[config.mk]
export PLATFORM = sky130hd
export DESIGN_NAME = retire_ctrl
export DESIGN_NICKNAME = d
export VERILOG_FILES = /design/src/rtl/retire_ctrl.sv
export SDC_FILE = /design/constraint.sdc
export NUM_CORES = 1
export LEC_CHECK = 0
export CORE_AREA = 4 4 192 194
export CTS_BUF_LIST = sky130_fd_sc_hd__clkbuf_16
export DETAILED_ROUTE_END_ITERATION = 10
export DIE_AREA = 0 0 196 198
export PLACE_DENSITY = 0.58
export REMOVE_ABC_BUFFERS = 1
export SLEW_MARGIN = 20
export SYNTH_ARGS = -nofsm -noshare
export SYNTH_HDL_FRONTEND = slang
export SYNTH_SLANG_ARGS = --single-unit
[constraint.sdc]
create_clock -name clock -period 5.5 [get_ports clock]
set_clock_uncertainty 0.1 [all_clocks]
set_input_delay 1.1 -clock clock [delete_from_list [all_inputs] [get_ports clock]]
set_output_delay 1.1 -clock clock [all_outputs]
set_load 0.005 [all_outputs]
[src/rtl/retire_ctrl.sv]
// In-order commit controller: acks ROB heads, updates the arch map, sequences stores, flushes and halts.
// Optional performance counters are built only when RETIRE_PERF_CNT_EN is defined.
module retire_ctrl #(
    parameter int WAYS      = 2,
    parameter int PREG_BITS = 6,
    parameter int AR_BITS   = 5,
    parameter int XLEN      = 32
) (
    input  logic                      clock,
    input  logic                      reset,
    input  logic [WAYS-1:0]           head_valid,
    input  logic [WAYS-1:0]           head_halt,
    input  logic [WAYS-1:0]           head_wr_mem,
    input  logic [WAYS-1:0]           head_pse,
    input  logic [WAYS*XLEN-1:0]      head_target_pc,
    input  logic [WAYS*PREG_BITS-1:0] head_t_idx,
    input  logic [WAYS*PREG_BITS-1:0] head_told_idx,
    input  logic [WAYS*AR_BITS-1:0]   head_ar_idx,
    input  logic [WAYS*XLEN-1:0]      head_st_addr,
    input  logic [WAYS*XLEN-1:0]      head_st_data,
    output logic [WAYS-1:0]           retire_ack,
    output logic [WAYS-1:0]           amap_we,
    output logic [WAYS*AR_BITS-1:0]   amap_ar,
    output logic [WAYS*PREG_BITS-1:0] amap_t,
    output logic [WAYS-1:0]           fl_free,
    output logic [WAYS*PREG_BITS-1:0] fl_idx,
    output logic                      mem_wr_req,
    output logic [XLEN-1:0]           mem_wr_addr,
    output logic [XLEN-1:0]           mem_wr_data,
    input  logic                      mem_wr_ack,
    output logic                      flush,
    output logic [XLEN-1:0]           redirect_pc,
    output logic                      halted,
    output logic [63:0]               perf_retired,
    output logic [63:0]               perf_stall_cyc
);

    typedef enum logic [1:0] {RUN, STORE_WAIT, FLUSH, HALTED} state_t;

    state_t            state;
    logic [XLEN-1:0]   st_addr_q;
    logic [XLEN-1:0]   st_data_q;
    logic [XLEN-1:0]   pc_q;
    logic              st_pse_q;

    logic              blocked;
    logic              ev_store;
    logic              ev_pse;
    logic              ev_halt;
    logic [XLEN-1:0]   nxt_addr;
    logic [XLEN-1:0]   nxt_data;
    logic [XLEN-1:0]   nxt_pc;
    logic              nxt_st_pse;

    // A store is checked before pse so that a store carrying pse still reaches memory first.
    always_comb begin
        retire_ack = '0;
        blocked    = 1'b0;
        ev_store   = 1'b0;
        ev_pse     = 1'b0;
        ev_halt    = 1'b0;
        nxt_addr   = '0;
        nxt_data   = '0;
        nxt_pc     = '0;
        nxt_st_pse = 1'b0;
        case (state)
            RUN: begin
                for (int i = 0; i < WAYS; i++) begin
                    if (!blocked) begin
                        if (!head_valid[i]) begin
                            blocked = 1'b1;
                        end else if (head_halt[i]) begin
                            retire_ack[i] = 1'b1;
                            blocked       = 1'b1;
                            ev_halt       = 1'b1;
                        end else if (head_wr_mem[i]) begin
                            blocked    = 1'b1;
                            ev_store   = 1'b1;
                            nxt_addr   = head_st_addr[i*XLEN +: XLEN];
                            nxt_data   = head_st_data[i*XLEN +: XLEN];
                            nxt_pc     = head_target_pc[i*XLEN +: XLEN];
                            nxt_st_pse = head_pse[i];
                        end else if (head_pse[i]) begin
                            retire_ack[i] = 1'b1;
                            blocked       = 1'b1;
                            ev_pse        = 1'b1;
                            nxt_pc        = head_target_pc[i*XLEN +: XLEN];
                        end else begin
                            retire_ack[i] = 1'b1;
                        end
                    end
                end
            end
            STORE_WAIT: retire_ack[0] = mem_wr_ack;
            default: ;
        endcase
        if (reset) begin
            retire_ack = '0;
        end
    end

    always_comb begin
        amap_we = '0;
        amap_ar = '0;
        amap_t  = '0;
        fl_free = '0;
        fl_idx  = '0;
        for (int i = 0; i < WAYS; i++) begin
            amap_we[i] = retire_ack[i] && (head_ar_idx[i*AR_BITS +: AR_BITS] != '0);
            fl_free[i] = amap_we[i];
            if (amap_we[i]) begin
                amap_ar[i*AR_BITS +: AR_BITS]     = head_ar_idx[i*AR_BITS +: AR_BITS];
                amap_t[i*PREG_BITS +: PREG_BITS]  = head_t_idx[i*PREG_BITS +: PREG_BITS];
                fl_idx[i*PREG_BITS +: PREG_BITS]  = head_told_idx[i*PREG_BITS +: PREG_BITS];
            end
        end
    end

    always_ff @(posedge clock) begin
        if (reset) begin
            state      <= RUN;
            st_addr_q  <= '0;
            st_data_q  <= '0;
            st_pse_q   <= 1'b0;
            pc_q       <= '0;
            mem_wr_req <= 1'b0;
            flush      <= 1'b0;
            halted     <= 1'b0;
        end else begin
            flush <= 1'b0;
            case (state)
                RUN: begin
                    if (ev_halt) begin
                        state  <= HALTED;
                        halted <= 1'b1;
                    end else if (ev_store) begin
                        state      <= STORE_WAIT;
                        mem_wr_req <= 1'b1;
                        st_addr_q  <= nxt_addr;
                        st_data_q  <= nxt_data;
                        st_pse_q   <= nxt_st_pse;
                        if (nxt_st_pse) begin
                            pc_q <= nxt_pc;
                        end
                    end else if (ev_pse) begin
                        state <= FLUSH;
                        flush <= 1'b1;
                        pc_q  <= nxt_pc;
                    end
                end
                STORE_WAIT: begin
                    if (mem_wr_ack) begin
                        mem_wr_req <= 1'b0;
                        if (st_pse_q) begin
                            state <= FLUSH;
                            flush <= 1'b1;
                        end else begin
                            state <= RUN;
                        end
                    end
                end
                FLUSH:  state <= RUN;
                HALTED: state <= HALTED;
            endcase
        end
    end

    assign mem_wr_addr = st_addr_q;
    assign mem_wr_data = st_data_q;
    assign redirect_pc = pc_q;

`ifdef RETIRE_PERF_CNT_EN
    logic [63:0] retired_q;
    logic [63:0] stall_q;

    always_ff @(posedge clock) begin
        if (reset) begin
            retired_q <= '0;
            stall_q   <= '0;
        end else begin
            retired_q <= retired_q + 64'($countones(retire_ack));
            if (state == STORE_WAIT || state == FLUSH) begin
                stall_q <= stall_q + 64'd1;
            end
        end
    end

    assign perf_retired   = retired_q;
    assign perf_stall_cyc = stall_q;
`else
    assign perf_retired   = '0;
    assign perf_stall_cyc = '0;
`endif

endmodule

==> results.md, run 1 <==
- Critical Path RT: 4.30 ns
- Most frequent cells in the layout: 374 x clkdlybuf4s50_1, 128 x conb_1, 102 x dfxtp_1, 69 x nor2_1, 66 x nor3_1
- CTS root buffer: clkbuf_16
- Wire length on met1: 9020 µm
- Final Core Density: 0.282
- Synth unique cells: 44
- Syn. warnings: 0
- Cell count after placement: 1457
- Die height: 198 µm
- Final Hold Fails: 0
- Top Layer Used: met5
- Die Wd: 196 µm
- CTS Hold Buffers Added: 0
- Critical-path top delay cell: clkdlybuf4s50_1
- Clock buffer count from CTS: 9
- Met3 wire length: 2680 µm
- Hold Path Class: reg -> reg
- Clk slew on worst S/H paths: 0.07 ns
- IO buf count: 375
- Post-CTS setup buffer count: 0
- Initial antenna violation count: 1
- Final setup fails: 0
- Max VDD drop: 0.129 mV
- CTS resizes: 0
- Slew at the pin closest to its max-slew limit: 1.01 ns
- Async S/R FF share, synth: 0
- Min Tclk post-route: 4.75 ns
- Clock buffer depth: 2
- First-pass iteration count of the detailed router: 4
- Pwr dens: 211 nW/µm²
- Number of global-route vias before repair: 5668
- EDFF count, synth: 0
- Largest net degree at the start of global routing: 66
- Row cnt: 69
- Status: complete, no violations
- Number of vias per cell: 4.04
- Peak Freq: 0.211 GHz
- Vias: 5956
- Initial Utilization: 0.170
- Synth Flop Type: dfxtp_1
- CTS Sinks: 102
- Fin crit share: 0.863
- CORE AREA: 35200 µm²
- Slew Viols, Final: 0
- Top delay family on crit path: buffers and inverters
- Non-filler cells, final: 1474
- Overall Global Routing Usage: 0.112
- Slew HR: 0.327
- Cells along the critical path: clkdlybuf4s50_1 > nor2b_1 > o31a_1 > nor4_4 > and2_1 > clkdlybuf4s50_1
- Crit-path most repeated cell: clkdlybuf4s50_1
- Crit Path Class: in -> out
- Initial drt markers: 149
- Total gr overflow: 0
- Layout cells sized above 1: 0.0750
- Worst Path Arrival: 3.55 ns
- Worst-path maximum fanout: 17
- N_diodes: 0
- Mean Syn Cell Area: 8.84 µm²
- Die area: 38800 µm²
- Sequential-to-total area share from yosys stat: 0.342
- DRC: 0
- DRT Wirelength: 23900 µm
- Clock Latency Late Sink: 0.35 ns
- Most common cell after layout, fill and taps aside: clkdlybuf4s50_1
- Antenna violation net count after detailed routing: 0
- Io pins: 504
- #FFs+latches synth: 102
- Peak per-stage delay on the critical path: 0.64 ns
- Critical path launch point type: input pin
- Htree depth: 3
- Final net count: 1245
- Crit path buffers/inverters: 2
- GPL Wtd Cong: 0.894
- Cells after synthesis: 676
- Mapped Area: 5980 µm²
- Routed wl met2: 11600 µm
- First-pass GRT wire length: 34000 µm
- CTS tree: built
- Hpwl dp: 18800 µm
- Setup crit end kind: primary output
- Static Leak: 3.53 nW
- RSZ-0062 raised after global routing: false
- Max Cap Viol: 0
- Setup TNS: 0 ns
- Wirelength per Cell: 16.2 µm
- Area growth syn-to-layout: 66.2%
==> Yosys cell counts (2+ instances only) <==
library cell  number  area [µm²]
buf_1              4        15.0
nor3_1            66         330
o21a_1             3        22.5
dfxtp_1          102        2040
buf_2             24         120
nor4_4             2        42.5
a22oi_1           32         240
a21oi_1            2        10.0
or4_1              2        15.0
a221oi_2           3        45.0
o21ai_0            2        10.0
nand2_1            5        18.8
clkbuf_1          20        75.1
a31oi_1           33         206
a221oi_1          61         534
buf_4            141        1060
nor2_1            71         267
a2111oi_0          2        17.5
a211oi_1           3        22.5
and2_1            34         213
o21ai_2            2        17.5
inv_1              7        26.3
a211oi_2          30         375
buf_6              5        56.3
==> flip-flops by register name (all words and copies together), names as in the netlist <==
register and cells:
mem_wr_addr 32, mem_wr_data 32, st_pse_q 1, flush 1, state 2, halted 1, mem_wr_req 1, redirect_pc 32
==> routing by layer <==
layer,global-route usage,vias up
li1,-,2894
met1,0.123,2723
met2,0.193,320
met3,0.0497,17
met4,0.0427,2
met5,0,-
==> kinds of logic (layout without fill, tap and decap cells) <==
logic type / count (synthesis) / count (layout) / synth area share
flops: 102 / 102 / 0.342
mux: 1 / 1 / 0.00167
simple gates: 191 / 191 / 0.167
buf+inv: 201 / 411 / 0.226
compound gates: 180 / 180 / 0.263
other cells: 1 / 128 / 0.000627
==> per-stage QoR <==
step,setup WS (ns),hold slack (ns),area [µm²],power (W)
finish,0.751,0.350,9930,0.00210
global route,0.578,0.393,9930,0.00222
CTS,0.756,0.359,9910,0.00214
detailed placement,0.752,0.345,9580,0.00137
global placement,0.825,0.340,9580,0.00137
floorplan,0.619,0.336,5130,0.00101
==> final cells by class <==
class,instances,area [µm²]
Multi-Input combinational cell,500,3090
Tap cell,461,577
Clock inverter,7,111
Clock buffer,9,225
Sequential cell,102,2040
Fill cell,3758,25300
Timing Repair Buffer,388,3860
Inverter,7,26.3
==> power breakdown <==
part | switching, W | total [W] | internal (W)
Clock | 0.000303 | 0.000746 | 0.000443
Sequential | 0.0000299 | 0.000816 | 0.000786
Combinational | 0.000224 | 0.000536 | 0.000312
Total | 0.000557 | 0.00210 | 0.00154
==> worst reg2reg max path: stages, from the launching register on <==
cell and delay (ns):
dfxtp_1 0.45, nor4b_4 0.33, buf_4 0.42, o21a_2 0.90, buf_4 0.36, nor2_1 0.06, nor3_1 0.16
==> worst paths after layout <==
path	from	to	slack (ns)	depth (start not counted)
hold reg to reg	halted	halted	0.35	2
setup / recovery	head_wr_mem[0]	amap_t[0]	0.75	6
setup reg to reg	state[1]	mem_wr_addr[3]	2.64	6
hold / removal	halted	halted	0.35	2
Power figures use the tool's default switching activity.
==> inputs of run 2 (changes only) <==
--- a/config.mk
+++ b/config.mk
@@ -5,11 +5,12 @@
 export SDC_FILE = /design/constraint.sdc
 export NUM_CORES = 1
 export LEC_CHECK = 0
-export CORE_AREA = 4 4 192 194
+export ABC_CLOCK_PERIOD_IN_PS = 5500
+export CORE_AREA = 2 2 195 197
 export CTS_BUF_LIST = sky130_fd_sc_hd__clkbuf_16
 export DETAILED_ROUTE_END_ITERATION = 10
-export DIE_AREA = 0 0 196 198
-export PLACE_DENSITY = 0.58
+export DIE_AREA = 0 0 197 199
+export PLACE_DENSITY = 0.56
 export REMOVE_ABC_BUFFERS = 1
 export SLEW_MARGIN = 20
 export SYNTH_ARGS = -nofsm -noshare
==> results.md, run 2 (same netlist as run 1, synthesis figures left out) <==
- Initial drt markers: 138 (-7.4%)
- Most common cell after layout, fill and taps aside: clkdlybuf4s50_1
- Worst Path Arrival: 3.55 ns (about the same)
- First-pass GRT wire length: 32900 µm (-3.3%)
- CTS Sinks: 102 (unchanged)
- CTS resizes: 0 (unchanged)
- Post-CTS setup buffer count: 0 (unchanged)
- GPL Wtd Cong: 0.782 (-13%)
- Number of global-route vias before repair: 5685 (+0.30%)
- Cell count after placement: 1470 (+0.89%)
- Setup crit end kind: primary output
- R2R Setup Slk: 2.85 ns (+0.21 ns)
- CTS tree: built
- Overall Global Routing Usage: 0.111 (-0.000982)
- Clock Latency Late Sink: 0.36 ns (about the same)
- Wirelength per Cell: 15.7 µm (-3.5%)
- Crit Path Class: in -> out
- Clock buffer depth: 2 (unchanged)
- CTS root buffer: clkbuf_16
- Die area: 39200 µm² (+1.0%)
- DRC: 0 (unchanged)
- Critical path launch point type: input pin
- IO buf count: 375 (unchanged)
- Slew at the pin closest to its max-slew limit: 0.946 ns (-0.0638 ns)
- Comb power frac: 0.260 (+0.005)
- Critical Path RT: 4.30 ns (about the same)
- Initial antenna violation count: 4 (+3)
- Area growth syn-to-layout: 66.0%
- Reg2Reg Depth: 6 (unchanged)
- Sequential share of power: 0.397 (+0.008)
- Fin crit share: 0.864 (about the same)
- Max VDD drop: 0.145 mV (+13%)
- Max Cap Viol: 0 (unchanged)
- Final Cell Area: 9920 µm² (-0.11%)
- Hold Crit Start: halted
- Htree depth: 3 (unchanged)
- Hold path cells: 2 (unchanged)
- Endpoint, Worst Hold: halted
- Final net count: 1244 (-0.080%)
- Die height: 199 µm (+0.51%)
- Net Sw Frac: 0.273 (+0.00718)
- Pwr dens: 207 nW/µm² (-2.0%)
- DRT Wirelength: 23300 µm (-2.6%)
- Final setup fails: 0 (unchanged)
- Non-filler cells, final: 1488 (+0.95%)
- Hold Path Class: reg -> reg
- Row cnt: 71 (+2.9%)
- Most frequent cells in the layout: 374 x clkdlybuf4s50_1, 128 x conb_1, 102 x dfxtp_1, 69 x nor2_1, 66 x nor3_1
- Die Wd: 197 µm (+0.51%)
- Status: complete, no violations
- Static Leak: 3.51 nW (-0.51%)
- Peak Freq: 0.210 GHz (about the same)
- Clock power frac: 0.343 (-0.013)
- Total gr overflow: 0 (unchanged)
- Min Tclk post-route: 4.75 ns (+0.00420 ns)
- First-pass iteration count of the detailed router: 5 (+1)
- Initial Utilization: 0.161 (-0.00873)
- Worst r2r src: state[1]
- Largest net degree at the start of global routing: 67 (+1.5%)
- Setup TNS: 0 ns (unchanged)
- Slew Viols, Final: 0 (unchanged)
- Final Hold Fails: 0 (unchanged)
- CORE AREA: 37100 µm² (+5.4%)
- Worst-path maximum fanout: 14 (-3)
- Slew HR: 0.367 (+0.0402)
- CTS Hold Buffers Added: 0 (unchanged)
- Clock buffer count from CTS: 9 (unchanged)
- Placement Cell Area: 9610 µm² (+0.30%)
- Filler cells: 3968 (+5.6%)
- Clk slew on worst S/H paths: 0.07 ns (about the same)
- NetSw: 0.000560 W (+0.59%)
- Internal: 0.00149 W (-3.0%)
- Hpwl dp: 18100 µm (-3.9%)
- Vias: 5963 (+0.12%)
- Capturing point of the worst reg2reg path: mem_wr_addr[24]
- Antenna violation net count after detailed routing: 0 (unchanged)
- RSZ-0062 raised after global routing: false
- Io pins: 504 (unchanged)
- Number of vias per cell: 4.01 (-0.82%)
- Layout cells sized above 1: 0.0741 (-0.000914)
-- run 2: cell types whose count changed in the layout (fill, tap and decap cells not counted), sizes merged --
cell | previous run | this run
buf | 14 | 13
bufinv | 3 | 2
clkinv | 2 | 4
diode | 0 | 2
inv | 9 | 8
-- run 2: critical path: stages --
cell,delay [ns]
clkdlybuf4s50_1,0.53
nor3b_1,0.32
o2111a_1,0.35
o21a_1,0.51
and2_1,0.21
clkdlybuf4s50_1,0.51
-- run 2: metrics by stage --
stage	hold slack (ns)	util	worst slack, ns	power [W]
after floorplan	0.336	-	0.619	0.00101
after global routing	0.394	0.267	0.492	0.00218
after global placement	0.342	0.259	0.772	0.00137
after CTS	0.360	0.267	0.703	0.00210
final	0.352	0.267	0.747	0.00205
after detailed placement	0.350	0.259	0.704	0.00137
-- run 2: power groups by stage --
stage | clock network [W] | registers (W) | logic, W
after global routing | 0.000773 | 0.000823 | 0.000580
after floorplan | 0 | 0.000834 | 0.000173
after global placement | 0 | 0.000831 | 0.000536
after CTS | 0.000745 | 0.000816 | 0.000539
final | 0.000705 | 0.000816 | 0.000533
after detailed placement | 0 | 0.000833 | 0.000537
-- run 2: final cells by class --
| type | instances | area, µm² | area share |
|---|---|---|---|
| repair buffers | 387 | 3850 | 0.388 |
| multi-input cells | 500 | 3090 | 0.311 |
| flip-flops and latches | 102 | 2040 | 0.206 |
| well taps | 474 | 593 | 0.0598 |
| clock buffers | 9 | 225 | 0.0227 |
| clock inverters | 7 | 86.3 | 0.00870 |
| inverters | 7 | 26.3 | 0.00265 |
| diodes | 2 | 5.00 | 0.000504 |
-- run 2: worst max path at each step --
stage                         from        endpoint  cells after the start
finish                 head_pse[0]      amap_t[11]                      6
global route           head_pse[0]      amap_t[11]                      6
CTS                    head_pse[0]      amap_t[11]                      6
detailed placement  head_wr_mem[0]      amap_t[11]                      7
global placement    head_wr_mem[0]      fl_idx[11]                      7
floorplan            head_valid[0]  mem_wr_addr[0]                      4
-- run 2: per-layer routing --
metal	share of wire	track usage	up-vias
li1	-	-	2891
met4	0.026	0.0493	4
met3	0.10	0.0419	26
met1	0.38	0.118	2740
met2	0.49	0.198	302
met5	0.0012	0	-
